### config.mk
export PLATFORM = sky130hd
export DESIGN_NAME = forward_hazard_ctrl
export DESIGN_NICKNAME = d
export VERILOG_FILES = /design/src/rtl/forward_hazard_ctrl.sv
export SDC_FILE = /design/constraint.sdc
export NUM_CORES = 1
export LEC_CHECK = 0
export BUFFER_PORTS_ARGS = -buffer_cell sky130_fd_sc_hd__buf_2
export CAP_MARGIN = 20
export CORE_ASPECT_RATIO = 0.8
export CORE_MARGIN = 1
export CORE_UTILIZATION = 47
export CTS_CLUSTER_DIAMETER = 30
export DETAILED_ROUTE_END_ITERATION = 8
export PLACE_DENSITY_LB_ADDON = 0.05
export SKIP_CTS_REPAIR_TIMING = 1
export SYNTH_ARGS = -nofsm -noshare
export SYNTH_HDL_FRONTEND = slang
export SYNTH_SLANG_ARGS = --single-unit
### constraint.sdc
create_clock -name clk -period 5.3 [get_ports clk]
set_clock_uncertainty 0.1 [all_clocks]
set_input_delay 0.53 -clock clk [delete_from_list [all_inputs] [get_ports clk]]
set_output_delay 0.53 -clock clk [all_outputs]
set_load 0.005 [all_outputs]
### src/rtl/forward_hazard_ctrl.sv
// Forwarding selects and stall/bubble control for a 5-stage pipeline with
// a compare-in-ID branch unit and a fixed-latency multi-cycle multiplier.
module forward_hazard_ctrl #(
    parameter int ADDR_W   = 5,
    parameter int MUL_LAT  = 4,
    parameter int BR_IN_ID = 1
) (
    input  logic              clk,
    input  logic              rst,
    input  logic              id_valid,
    input  logic [ADDR_W-1:0] id_rs1,
    input  logic [ADDR_W-1:0] id_rs2,
    input  logic              id_use_rs1,
    input  logic              id_use_rs2,
    input  logic              id_branch,
    input  logic              id_mul,
    input  logic [ADDR_W-1:0] id_rd,
    input  logic [ADDR_W-1:0] ex_rs1,
    input  logic [ADDR_W-1:0] ex_rs2,
    input  logic [ADDR_W-1:0] ex_rd,
    input  logic              ex_regwrite,
    input  logic              ex_memread,
    input  logic [ADDR_W-1:0] mem_rd,
    input  logic              mem_regwrite,
    input  logic              mem_memread,
    input  logic [ADDR_W-1:0] wb_rd,
    input  logic              wb_regwrite,
    output logic [1:0]        fwd_a,
    output logic [1:0]        fwd_b,
    output logic [1:0]        fwd_c,
    output logic [1:0]        fwd_d,
    output logic              stall,
    output logic              bubble,
    output logic              mul_busy
);

    localparam int                CNT_W    = (MUL_LAT > 1) ? $clog2(MUL_LAT) : 1;
    localparam logic [CNT_W-1:0]  CNT_INIT = CNT_W'(MUL_LAT - 1);
    localparam bit                BR_EN    = (BR_IN_ID != 0);

    typedef enum logic {IDLE, MUL_BUSY} state_t;

    state_t              state_q;
    logic [CNT_W-1:0]    cnt_q;
    logic [ADDR_W-1:0]   pend_rd_q;

    logic load_use_haz, branch_haz, mul_haz;

    // Operand select: MEM beats WB; x0 never forwards.
    function automatic logic [1:0] fwd_sel(
        input logic [ADDR_W-1:0] rs,
        input logic              mem_ok,
        input logic [ADDR_W-1:0] m_rd,
        input logic              m_we,
        input logic [ADDR_W-1:0] w_rd,
        input logic              w_we
    );
        if (mem_ok && m_we && (m_rd != '0) && (m_rd == rs))
            return 2'b01;
        else if (w_we && (w_rd != '0) && (w_rd == rs))
            return 2'b10;
        else
            return 2'b00;
    endfunction

    // True when a non-zero destination matches a source the ID instruction reads.
    function automatic logic id_src_hit(
        input logic [ADDR_W-1:0] rd,
        input logic [ADDR_W-1:0] rs1,
        input logic              use1,
        input logic [ADDR_W-1:0] rs2,
        input logic              use2
    );
        return (rd != '0) && ((use1 && (rs1 == rd)) || (use2 && (rs2 == rd)));
    endfunction

    always_comb begin
        fwd_a = fwd_sel(ex_rs1, 1'b1, mem_rd, mem_regwrite, wb_rd, wb_regwrite);
        fwd_b = fwd_sel(ex_rs2, 1'b1, mem_rd, mem_regwrite, wb_rd, wb_regwrite);
        fwd_c = 2'b00;
        fwd_d = 2'b00;
        // A load still in MEM has no data yet, so the compare can only take WB.
        if (BR_EN) begin
            fwd_c = fwd_sel(id_rs1, !mem_memread, mem_rd, mem_regwrite, wb_rd, wb_regwrite);
            fwd_d = fwd_sel(id_rs2, !mem_memread, mem_rd, mem_regwrite, wb_rd, wb_regwrite);
        end
    end

    always_comb begin
        load_use_haz = id_valid && ex_memread && ex_regwrite &&
                       id_src_hit(ex_rd, id_rs1, id_use_rs1, id_rs2, id_use_rs2);

        branch_haz = 1'b0;
        if (BR_EN && id_valid && id_branch)
            branch_haz = (ex_regwrite &&
                          id_src_hit(ex_rd, id_rs1, id_use_rs1, id_rs2, id_use_rs2)) ||
                         (mem_memread &&
                          id_src_hit(mem_rd, id_rs1, id_use_rs1, id_rs2, id_use_rs2));

        mul_haz = (state_q == MUL_BUSY) && id_valid &&
                  (id_mul || id_src_hit(pend_rd_q, id_rs1, id_use_rs1, id_rs2, id_use_rs2));
    end

    assign stall    = load_use_haz || branch_haz || mul_haz;
    assign bubble   = stall;
    assign mul_busy = (state_q == MUL_BUSY);

    // Multiplier occupancy: MUL_LAT busy cycles per issued multiply.
    always_ff @(posedge clk) begin
        if (rst) begin
            state_q   <= IDLE;
            cnt_q     <= '0;
            pend_rd_q <= '0;
        end else begin
            case (state_q)
                IDLE: begin
                    if (id_valid && id_mul && !stall) begin
                        state_q   <= MUL_BUSY;
                        cnt_q     <= CNT_INIT;
                        pend_rd_q <= id_rd;
                    end
                end
                MUL_BUSY: begin
                    if (cnt_q == '0)
                        state_q <= IDLE;
                    else
                        cnt_q <= cnt_q - CNT_W'(1);
                end
                default: state_q <= IDLE;
            endcase
        end
    end

endmodule
==> impl_metrics.py <==
metrics = {
    "global_route": {
        "grt_overflow": 0,
        "grt_pass1_wl_um": 4950,
        "grt_usage_pct": 24.4,
        "grt_max_degree": 14,
        "grt_antenna_before_repair": 0,
        "grt_pass1_vias": 1037,
    },
    "final_layout": {
        "drive_gt1_share_pct": 33.2,
        "num_antenna_cells": 0,
        "nets": 260,
        "stdcell_count": 241,
        "area_growth_pct": 24.9,
    },
    "clock_tree": {
        "cts_buffers": 3,
        "clockBufferDepth": 2,
        "htreeDepth": 1,
        "clkSlewWorstSetupHoldPaths_ns": 0.05,
        "cts_tree": "built",
        "insertion_delay_ns": 0.25,
        "root_buffer": "clkbuf_4",
        "clock_sinks": 8,
    },
    "detailed_routing": {
        "drt_iter0_drc": 135,
        "dr.pass1.iters": 4,
        "vias": 1263,
        "wl_um": 3330,
        "drc": 0,
        "ant_nets": 0,
        "viasPerCell": 5.24,
        "drt-wirelength-per-cell_um": 13.8,
    },
    "sta": {
        "min_period_ns": 2.93,
        "relSlewSlack_pct": 66.2,
        "hold_violations": 0,
        "max_freq_ghz": 0.342,
        "report.final.slew_viol_count": 0,
        "timing.hold.ws_ns": 0.378,
        "fin_crit_sh_pct": 55.2,
        "finalWorstSetupSlack_ns": 2.37,
        "tightest_slew_ns": 0.501,
        "finalSetupViolations": 0,
        "tns_ns": 0,
        "rsz0062_at_grt": "no",
    },
    "die": {
        "start_util_pct": 50.0,
        "die_w_um": 59.2,
        "die-area_um2": 2830,
        "rows": 16,
        "io_pins": 63,
        "coreArea_um2": 2460,
        "fp.dieH_um": 47.8,
    },
    "synth": {
        "syn-cell-area_um2": 1230,
        "avgSynthCellArea_um2": 8.05,
        "syn-num-nets": 206,
        "yosysWarnings": 0,
        "synth-edff-count": 0,
        "synth_ff_type": "dfxtp_1",
        "ys_seq_elements": 8,
        "ys_seq_area_share_pct": 13.0,
        "async_flop_share_pct": 0,
        "syn_inst": 153,
        "yosys.cell_types.count": 34,
    },
    "place": {
        "dp_hpwl_um": 2810,
        "dp_cells": 238,
        "routabilityCongestion": 0.793,
        "io_buffer_count": 62,
        "place_ws_ns": 2.42,
    },
    "pwr": {
        "irDropWorstVdd_uv": 123,
        "p_leak_nw": 0.688,
        "power_density_nw_per_um2": 140,
        "total_power_mw": 0.215,
    },
    "flow_run": {
        "maxCapViolations": 0,
    },
    "worst_setup_path": {
        "crit_path_max_fanout": 5,
        "critical_path_arrival_ns": 2.30,
        "cp-start-kind": "primary input",
        "path_class": "in -> out",
        "crit_required_ns": 4.67,
        "cp-end-kind": "output port",
    },
    "outcome": {
        "status": "complete, no violations",
    },
    "worst_hold_path": {
        "hp-class": "reg -> reg",
    },
}
## path summary, 6_finish.rpt
path	start	end	slack, ns	cells past startpoint
max	mem_rd[1]	fwd_c[1]	2.37	6
min	cnt_q[1]$_SDFFE_PP0P_	cnt_q[1]$_SDFFE_PP0P_	0.38	1
max reg2reg	cnt_q[0]$_SDFFE_PP0P_	cnt_q[1]$_SDFFE_PP0P_	3.97	5
min reg2reg	cnt_q[1]$_SDFFE_PP0P_	cnt_q[1]$_SDFFE_PP0P_	0.38	1
## layout by cell type (no fill, tap or decap), drive strengths merged, types with 3 or more instances in the layout
| cell type | Yosys | layout |
|---|---|---|
| buf | 7 | 62 |
| xor2 | 36 | 36 |
| xnor2 | 24 | 24 |
| nand2b | 10 | 10 |
| nor4 | 9 | 9 |
| dfxtp | 8 | 8 |
| or4 | 7 | 7 |
| nand3 | 6 | 6 |
| mux2i | 5 | 5 |
| o21ai | 5 | 5 |
| a21oi | 4 | 4 |
| nor2 | 4 | 4 |
| nand4 | 3 | 3 |
| nor3 | 3 | 3 |
| clkbuf | 6 | 3 |
## power breakdown
part	switching [mW]	total, mW	internal, mW
Sequential	0.00406	0.0683	0.0643
Clock	0.0199	0.0457	0.0259
Combinational	0.0516	0.101	0.0491
Total	0.0756	0.215	0.139
## cells in the mapped netlist (4+ instances only)
cell	instances	area [um^2]
nand2b_1	10	62.6
xnor2_1	24	210
nor4_1	9	56.3
or4_1	6	45.0
o21ai_0	4	20.0
xor2_1	36	315
clkbuf_1	6	22.5
dfxtp_1	8	160
mux2i_1	5	50.1
nand3_1	6	30.0
a21oi_1	4	20.0
## layer usage
metal	share of wire, %	global-route usage, %
met2	40	33.3
met3	6.3	4.86
met1	54	39.1
met5	0	0
met4	0	2.86
## final cells by class
| class | count | area (um^2) |
|---|---|---|
| fill | 249 | 925 |
| sequential | 8 | 160 |
| clock buffer | 3 | 22.5 |
| inverter | 2 | 7.51 |
| tap | 36 | 45.0 |
| timing repair buffer | 62 | 310 |
| multi-input combinational | 130 | 992 |
## stage by stage
step,area (um^2),util [%]
after detailed placement,1520,61.5
after CTS,1540,62.4
after floorplan,1230,-
after global routing,1540,62.4
final,1540,62.4
after global placement,1520,61.5
## kinds of logic after synthesis
kind of cell / Yosys count / share of synthesized area [%]
xor+xnor: 60 / 42.7
simple gates: 49 / 24.6
compound gates: 15 / 8.23
buf+inv: 15 / 6.40
flops: 8 / 13.0
mux: 5 / 4.07
fa+ha+maj: 1 / 1.02
## registers in the layout, summed over array words and instances, names as in the netlist
name	cells
mul_busy	1
pend_rd_q	5
cnt_q	2
## critical path: stages
cell,delay [ns]
buf_2,0.14
or4_4,0.56
o21ai_0,0.43
nor3b_1,0.15
nor4_1,0.31
buf_2,0.16
Note: power is estimated with default switching activity, not from simulation.
